==> src/rtl/note_stack.sv <==
// Last-note-priority held-key stack feeding one envelope channel's trigger inputs.
// Optional sustain-pedal handling (release marking + PURGE) is built when NOTE_STACK_SUSTAIN_EN is defined.
module note_stack #(
    parameter int DEPTH = 8
) (
    input  logic       clk,
    input  logic       reset_n,
    input  logic       en,
    input  logic       ev_valid,
    output logic       ev_ready,
    input  logic       ev_on,
    input  logic [6:0] ev_note,
    input  logic [6:0] ev_vel,
    input  logic       sustain,
    output logic       note_on,
    output logic [6:0] note_start,
    output logic [6:0] vel_start,
    output logic       note_repeat,
    output logic [2:0] dbg_state
);

    localparam int IW = $clog2(DEPTH);
    localparam int CW = IW + 1;

    typedef enum logic [2:0] {
        S_IDLE   = 3'd0,
        S_SCAN   = 3'd1,
        S_UPDATE = 3'd2,
        S_OUT    = 3'd3
`ifdef NOTE_STACK_SUSTAIN_EN
        ,
        S_PURGE  = 3'd4
`endif
    } state_t;

    state_t          r_state;
    logic [6:0]      r_note [DEPTH];
    logic [6:0]      r_vel  [DEPTH];
    logic            r_rel  [DEPTH];
    logic [CW-1:0]   r_count;
    logic [IW-1:0]   r_idx;
    logic            r_hit;
    logic [IW-1:0]   r_hit_idx;
    logic [6:0]      r_ev_note;
    logic [6:0]      r_ev_vel;
    logic            r_is_on;
    logic            r_top_vld;
    logic [6:0]      r_top_note;

    logic [IW-1:0]   w_top_idx;
    logic            w_rm_en;
    logic [IW-1:0]   w_rm_idx;
    logic            w_push;
    logic            w_set_rel;
    logic [CW-1:0]   w_rm_count;
    logic [6:0]      w_rm_note [DEPTH];
    logic [6:0]      w_rm_vel  [DEPTH];
    logic            w_rm_rel  [DEPTH];
    logic            w_purge_req;

`ifdef NOTE_STACK_SUSTAIN_EN
    logic            r_ev_sus;
    logic            r_sus_d;
    logic            r_pend;
    logic [CW-1:0]   r_wp;
    logic            w_sus_fall;
    logic            w_keep;

    assign w_sus_fall  = r_sus_d & ~sustain;
    assign w_purge_req = r_pend | w_sus_fall;
    assign w_keep      = ({1'b0, r_idx} < r_count) && !r_rel[r_idx];
`else
    logic            w_unused_sustain;

    assign w_unused_sustain = sustain;
    assign w_purge_req      = 1'b0;
`endif

    assign w_top_idx = IW'(r_count - CW'(1));
    assign ev_ready  = (r_state == S_IDLE) && !w_purge_req;
    assign dbg_state = r_state;

    // Removal (match or full-stack drop of index 0) is computed first; the push lands on top of the result.
    always_comb begin
        w_rm_en   = 1'b0;
        w_rm_idx  = r_hit_idx;
        w_push    = 1'b0;
        w_set_rel = 1'b0;
        if (r_is_on) begin
            w_push = 1'b1;
            if (r_hit) begin
                w_rm_en = 1'b1;
            end else if (r_count == CW'(DEPTH)) begin
                w_rm_en  = 1'b1;
                w_rm_idx = '0;
            end
        end else if (r_hit) begin
`ifdef NOTE_STACK_SUSTAIN_EN
            if (r_ev_sus) w_set_rel = 1'b1;
            else          w_rm_en   = 1'b1;
`else
            w_rm_en = 1'b1;
`endif
        end
        w_rm_count = w_rm_en ? r_count - CW'(1) : r_count;
        for (int j = 0; j < DEPTH; j++) begin
            w_rm_note[j] = r_note[j];
            w_rm_vel[j]  = r_vel[j];
            w_rm_rel[j]  = r_rel[j];
        end
        for (int j = 0; j < DEPTH - 1; j++) begin
            if (w_rm_en && (IW'(j) >= w_rm_idx)) begin
                w_rm_note[j] = r_note[j+1];
                w_rm_vel[j]  = r_vel[j+1];
                w_rm_rel[j]  = r_rel[j+1];
            end
        end
    end

    always_ff @(posedge clk or negedge reset_n) begin
        if (!reset_n) begin
            r_state     <= S_IDLE;
            r_count     <= '0;
            r_idx       <= '0;
            r_hit       <= 1'b0;
            r_hit_idx   <= '0;
            r_ev_note   <= '0;
            r_ev_vel    <= '0;
            r_is_on     <= 1'b0;
            r_top_vld   <= 1'b0;
            r_top_note  <= '0;
            note_on     <= 1'b0;
            note_start  <= '0;
            vel_start   <= '0;
            note_repeat <= 1'b0;
            for (int j = 0; j < DEPTH; j++) begin
                r_note[j] <= '0;
                r_vel[j]  <= '0;
                r_rel[j]  <= 1'b0;
            end
`ifdef NOTE_STACK_SUSTAIN_EN
            r_ev_sus    <= 1'b0;
            r_sus_d     <= 1'b0;
            r_pend      <= 1'b0;
            r_wp        <= '0;
`endif
        end else if (en) begin
            note_repeat <= 1'b0;
`ifdef NOTE_STACK_SUSTAIN_EN
            r_sus_d <= sustain;
            if (r_state != S_IDLE && w_sus_fall) r_pend <= 1'b1;
`endif
            case (r_state)
                S_IDLE: begin
`ifdef NOTE_STACK_SUSTAIN_EN
                    if (w_purge_req) begin
                        r_pend  <= 1'b0;
                        r_idx   <= '0;
                        r_wp    <= '0;
                        r_is_on <= 1'b0;
                        r_state <= S_PURGE;
                    end else
`endif
                    if (ev_valid && ev_ready) begin
                        r_ev_note  <= ev_note;
                        r_ev_vel   <= ev_vel;
                        r_is_on    <= ev_on && (ev_vel != 7'd0);
                        r_top_vld  <= (r_count != '0);
                        r_top_note <= r_note[w_top_idx];
                        r_idx      <= '0;
                        r_hit      <= 1'b0;
`ifdef NOTE_STACK_SUSTAIN_EN
                        r_ev_sus   <= sustain;
`endif
                        r_state    <= S_SCAN;
                    end
                end
                S_SCAN: begin
                    if (!r_hit && ({1'b0, r_idx} < r_count) && (r_note[r_idx] == r_ev_note)) begin
                        r_hit     <= 1'b1;
                        r_hit_idx <= r_idx;
                    end
                    if (r_idx == IW'(DEPTH - 1)) r_state <= S_UPDATE;
                    else                         r_idx   <= r_idx + IW'(1);
                end
                S_UPDATE: begin
                    for (int j = 0; j < DEPTH; j++) begin
                        r_note[j] <= w_rm_note[j];
                        r_vel[j]  <= w_rm_vel[j];
                        r_rel[j]  <= w_rm_rel[j];
                    end
                    if (w_push) begin
                        r_note[IW'(w_rm_count)] <= r_ev_note;
                        r_vel[IW'(w_rm_count)]  <= r_ev_vel;
                        r_rel[IW'(w_rm_count)]  <= 1'b0;
                    end
                    if (w_set_rel) r_rel[r_hit_idx] <= 1'b1;
                    r_count <= w_rm_count + CW'(w_push);
                    r_state <= S_OUT;
                end
                S_OUT: begin
                    note_on     <= (r_count != '0);
                    note_start  <= (r_count != '0) ? r_note[w_top_idx] : 7'd0;
                    vel_start   <= (r_count != '0) ? r_vel[w_top_idx]  : 7'd0;
                    note_repeat <= r_is_on && r_top_vld && (r_ev_note == r_top_note);
                    r_state     <= S_IDLE;
                end
`ifdef NOTE_STACK_SUSTAIN_EN
                // In-place compaction: the write pointer never passes the read index.
                S_PURGE: begin
                    if (w_keep) begin
                        r_note[IW'(r_wp)] <= r_note[r_idx];
                        r_vel[IW'(r_wp)]  <= r_vel[r_idx];
                        r_rel[IW'(r_wp)]  <= 1'b0;
                    end
                    r_wp <= r_wp + CW'(w_keep);
                    if (r_idx == IW'(DEPTH - 1)) begin
                        r_count <= r_wp + CW'(w_keep);
                        r_state <= S_OUT;
                    end else begin
                        r_idx <= r_idx + IW'(1);
                    end
                end
`endif
                default: r_state <= S_IDLE;
            endcase
        end
    end

endmodule
==> config.mk <==
export PLATFORM = sky130hd
export DESIGN_NAME = note_stack
export DESIGN_NICKNAME = d
export VERILOG_FILES = /design/src/rtl/note_stack.sv
export SDC_FILE = /design/constraint.sdc
export NUM_CORES = 1
export LEC_CHECK = 0
export BUFFER_PORTS_ARGS = -buffer_cell sky130_fd_sc_hd__buf_4
export CAP_MARGIN = 20
export CORE_MARGIN = 8
export CORE_UTILIZATION = 50
export CTS_CLUSTER_SIZE = 40
export DETAILED_ROUTE_END_ITERATION = 8
export GPL_TIMING_DRIVEN = 0
export PLACE_DENSITY = 0.7
export SETUP_SLACK_MARGIN = 0.02
export SLEW_MARGIN = 10
export SYNTH_ARGS = -nofsm -noshare
export SYNTH_HDL_FRONTEND = slang
export SYNTH_SLANG_ARGS = --single-unit
==> constraint.sdc <==
create_clock -name clk -period 6.5 [get_ports clk]
set_input_delay 0.325 -clock clk [delete_from_list [all_inputs] [get_ports clk]]
set_output_delay 0.325 -clock clk [all_outputs]
set_load 0.01 [all_outputs]
== Word level (Yosys, flattened, before mapping) ==
Index checks and enable logic that the tools add are counted.

* Register bits after elaboration: 165
* Output and inout bits: 20
* Logic and storage cells: 136

* $add $sub $neg: 3
* Magnitude comparators: 12
* Equal/unequal tests: 11
* Mux-type cells: 50
* Bitwise gates (word level): 3
* Reduce and logical (&&, ||, !) cells: 27

{| class="wikitable"
|+ Operator list
! operator !! count
|-
| 7-bit two-way mux || 23
|-
| 56-bit bitwise mux || 2
|-
| 56-bit two-way mux || 2
|-
| 7-bit binary-select mux with 3-bit select || 3
|-
| 7-bit demux with 3-bit select || 1
|-
| 3-bit two-way mux || 7
|-
| 7-bit == test || 2
|-
| 1-bit logical AND || 14
|-
| 4-bit >= comparator, second input constant || 3
|-
| 3-bit inverter with 4-bit output || 3
|-
| 3-bit AND reduction || 4
|-
| 3-bit >= comparator, first input constant || 3
|-
| 3-bit one-hot mux with 3 select lines || 1
|-
| 1-bit two-way mux || 8
|-
| 4-bit AND reduction || 2
|-
| 7-bit nonzero test || 1
|-
| 3-bit by 2-bit == test with 1-bit output, second input constant || 2
|-
| 1-bit by 3-bit >= comparator with 1-bit output, first input constant || 2
|-
| 2-bit by 3-bit >= comparator with 1-bit output, first input constant || 2
|-
| 2-bit != test, second input constant || 3
|-
| 3-bit one-hot mux with 2 select lines || 1
|-
| 4-bit by 1-bit adder with 4-bit output || 1
|-
| 4-bit == test, second input constant || 1
|-
| 3-bit by 4-bit less-than comparator with 1-bit output || 1
|-
| other kinds (13) || 14
|}

== Depth between registers and ports, before layout ==
* Depth after elaboration: 12
* Mapped depth: 10
* Depth with buffers taken out: 9

== Worst setup path before layout ==
OpenSTA, ideal clock, no wires.

* Path kind: register -> register
* Start point: register r_count[0]
* End point: register with a tool-made name
* Setup time: 125 ps
* Data arrival time: 2,275 ps
* Data required time: 6,375 ps
* Slack: 4,100 ps
* Cell stages (with the launch flop): 9
* Path buffers: 1
* Clock period less this slack: 2,400 ps
* Path through: dfrtp_1 > inv_1 > ha_1 > and4b_1 > nor3_1 > o21ai_0 > nor3_2 > buf_4 > mux2_2

{| class="wikitable"
|+ RTL lines
! element !! line !! source
|-
| start, declared || 40 || <nowiki>logic [CW-1:0] r_count;</nowiki>
|-
| start signal, assigned || 198 || <nowiki>r_count <= w_rm_count + CW'(w_push);</nowiki>
|}

== Worst setup path in the final report ==
* Start point: register r_count[0]
* End point: register vel_start[6]

* Longest elaborated chain between the ends: 6
* Elaborated cells on any way between the ends: 7

{| class="wikitable"
|+ Ends and longest elaborated chain
! element !! line !! source
|-
| 4-bit by 1-bit subtractor with 4-bit output || -- ||
|-
| 3-bit inverter with 4-bit output (not written as such) || 204 || <nowiki>vel_start <= (r_count != '0) ? r_vel[w_top_idx] : 7'd0;</nowiki>
|-
| 7-bit binary-select mux with 3-bit select || 204 ||
|-
| 7-bit two-way mux (not written as such) (2 in a row) || 204 ||
|-
| 7-bit two-way mux (*) || 204 ||
|-
| end signal, assigned || 204 ||
|-
| end, declared || 17 || <nowiki>output logic [6:0] vel_start,</nowiki>
|}

Mark *: on every way between the ends. The rest lies on a longest branch, timed or not. The select of a mux whose other input is x is not followed.
A chain may end at the register's enable or synchronous reset.

==> out/metrics.cfg <==
[clocking]
cts.sinks=164
clockBufferDepth=2
cts_buffers=17
cts_max_level=4
clk_pin_slew_worst_paths_ns=0.07
cts_resized=0
cts_root_buf=clkbuf_16
worst_skew_pair.late_latency_ns=0.44
post_cts_buffers=0
hold_buffers=1
cts_tree=yes

[floorplan]
die_w_um=149
num_rows=48
die_area_um2=22100
initial_core_util_pct=51.0
core_area_um2=17200
io_pins=40
fp.dieH_um=149

[placement]
io_buffers=36
dp.cells=1014
gp_congestion=0.904
dpl_worst_slack_ns=3.31
dp_hpwl_um=19100

[synthesis]
synth.avg_cell_area_um2=11.7
syn-num-nets=783
synth_area_um2=8800
ys_seq_elements=164
yosysSeqAreaShare_pct=46.7
synth_flop_cell=dfrtp_1
async_reset_ff_share_pct=100
synthCells=752
synth_edf_count=0
ys_warn_count=0
synth_cell_types=58

[global_route]
grt_max_degree=113
grt_pass1_vias=7353
grt_pass1_wl_um=42900
track_usage_pct=25.3
grt-ovfl-total=0
antenna_found_initial=0

[finish]
drive_above_1_share_pct=22.0
num_antenna_cells=0
multiInputGateArea_um2=4310
final_cells=1047
syn_to_final_growth_pct=13.9
fin_nets=840
fillCellCount=1406
seq_area_um2=4100

[detailed_routing]
drt_iter0_markers=1005
vias=7292
drc_errors=0
drtAntennaViolNets=0
drt-vias-per-instance=6.96
wirelength_um=27300
avgRoutedWirePerCell_um=26.0
drt_pass1_iterations=6

[worst_setup_path]
path_max_fanout=10
endpoint_kind=register
r2r-start=r_count[0]
startpoint_type=register
required_ns=6.80
worstRegToRegCells=7
critPathKind=reg2reg
critPathArrivalTime_ns=3.71
rrSetupSlack_ns=3.09
r2r_end=vel_start[6]

[timing]
finalSetupTns_ns=0
layout_worst_path_cycle_share_pct=52.5
max_freq_mhz=293
finalSetupViolations=0
final.setup.worst_slack_ns=3.09
finalHoldViolCount=0
slew_headroom_pct=41.0
slew_viol_final=0
skew_ns=0.0103
whs_ns=0.124
rsz0062_at_grt=false
min_period_ns=3.41
worst_pin_slew_ns=0.885

[worst_hold_path]
hold_path.startpoint=ev_note[2]
hold_path_end=r_ev_note[2]
min_path_type=in2reg
holdPathStages=2

[pwr]
power_uw=5190
p_leak_uw=0.00433
ir_drop_uv=296
power_per_cell_area_nw_per_um2=518

[flow_run]
max_cap_violations=0

[status]
outcome=complete, no violations

[cell usage after synthesis (3+ instances only)]
master / count / area (µm²)
a21o_1: 4 / 30.0
a21oi_1: 11 / 55.1
a22o_1: 4 / 35.0
a22oi_1: 4 / 30.0
a2bb2oi_1: 98 / 858
a31oi_1: 3 / 18.8
and2_1: 3 / 18.8
buf_1: 3 / 11.3
buf_2: 21 / 105
buf_4: 5 / 37.5
buf_6: 3 / 33.8
clkbuf_1: 40 / 150
dfrtp_1: 164 / 4100
ha_1: 11 / 138
inv_1: 11 / 41.3
mux2_1: 3 / 33.8
mux2_2: 33 / 372
mux2i_1: 28 / 280
mux4_2: 35 / 788
nand2_1: 41 / 154
nand2b_1: 5 / 31.3
nand3_1: 11 / 55.1
nor2_1: 12 / 45.0
nor2b_1: 4 / 25.0
nor3_1: 6 / 30.0
o21a_1: 4 / 30.0
o21ai_0: 30 / 150
o21ai_1: 4 / 20.0
o21ai_2: 7 / 61.3
o22ai_1: 100 / 626
xnor2_1: 5 / 43.8
xor2_1: 8 / 70.1
[flip-flops by register name (all words and copies together), names as in the netlist, 4 cells and up, named ones only]
| signal | cells |
|---|---|
| note_start | 7 |
| r_top_note | 7 |
| r_ev_vel | 7 |
| r_vel | 49 |
| r_ev_note | 7 |
| r_note | 49 |
| r_count | 4 |
| vel_start | 7 |
[logic make-up after synthesis]
group	after synthesis	share of synthesized area, %
buffers and inverters	83	4.31
other	1	0.0426
DFF	164	46.7
adders and majority gates	11	1.56
and+or+nand+nor	100	5.97
AOI/OAI and AO/OA	280	23.1
muxes	100	17.1
xor gates and xnor gates	13	1.29
[worst max path at each step]
| stage | from | to | slack [ns] | cells after the start |
|---|---|---|---|---|
| finish | r_count[0] | vel_start[6] | 3.09 | 7 |
| global route | r_count[0] | vel_start[6] | 3.13 | 7 |
| detailed placement | r_count[0] | vel_start[6] | 3.31 | 7 |
| CTS | r_count[0] | vel_start[6] | 3.29 | 7 |
| global placement | r_count[0] | vel_start[6] | 3.39 | 7 |
| floorplan | r_count[0] | register | 4.10 | 8 |
[critical path: stages, from the launching register on]
cell,delay (ns)
dfrtp_1,0.48
inv_1,0.13
ha_1,0.34
clkbuf_1,0.67
clkbuf_1,0.73
mux4_2,0.42
mux2i_1,0.35
o21ai_0,0.13
[layout make-up]
type / instances / share of cell area [%]
Multi-Input combinational cell: 505 / 43.0
Sequential cell: 164 / 41.0
Clock buffer: 21 / 4.50
Buffer: 72 / 3.37
Timing Repair Buffer: 38 / 3.15
Tap cell: 225 / 2.81
Clock inverter: 11 / 1.76
Inverter: 11 / 0.412
[metrics by stage]
step / utilization, % / area (µm²)
floorplan: - / 8800
global placement: 54.2 / 9350
detailed placement: 54.4 / 9380
CTS: 58.1 / 10000
global route: 58.1 / 10000
finish: 58.1 / 10000
[power by group]
| group | switching, µW | total [µW] | internal, µW |
|---|---|---|---|
| combinational | 1300 | 2330 | 1030 |
| sequential | 367 | 1780 | 1410 |
| clock | 432 | 1090 | 656 |
[placed cells by master, fill, tap and decap left out, drive strengths merged, types with 5 or more instances in the layout]
master,Yosys,layout
mux2i,28,28
xnor2,5,5
a2bb2oi,98,98
clkbuf,40,61
o22ai,100,100
o21ai,41,41
buf,32,69
mux2,36,36
xor2,8,8
nand3,11,11
a21oi,11,11
ha,11,11
nand2b,5,5
nand2,41,41
nor3,8,8
mux4,36,36
dfrtp,164,164
nor2,12,12
inv,11,12
[metal layers]
metal	track usage, %	vias up	part of all wire (%)
met4	13.1	0	3.9
met2	38.6	476	46
met3	5.68	108	9.7
met1	33.1	3634	40
li1	-	3074	-
met5	0	-	0
(Power assumes the default switching activity.)
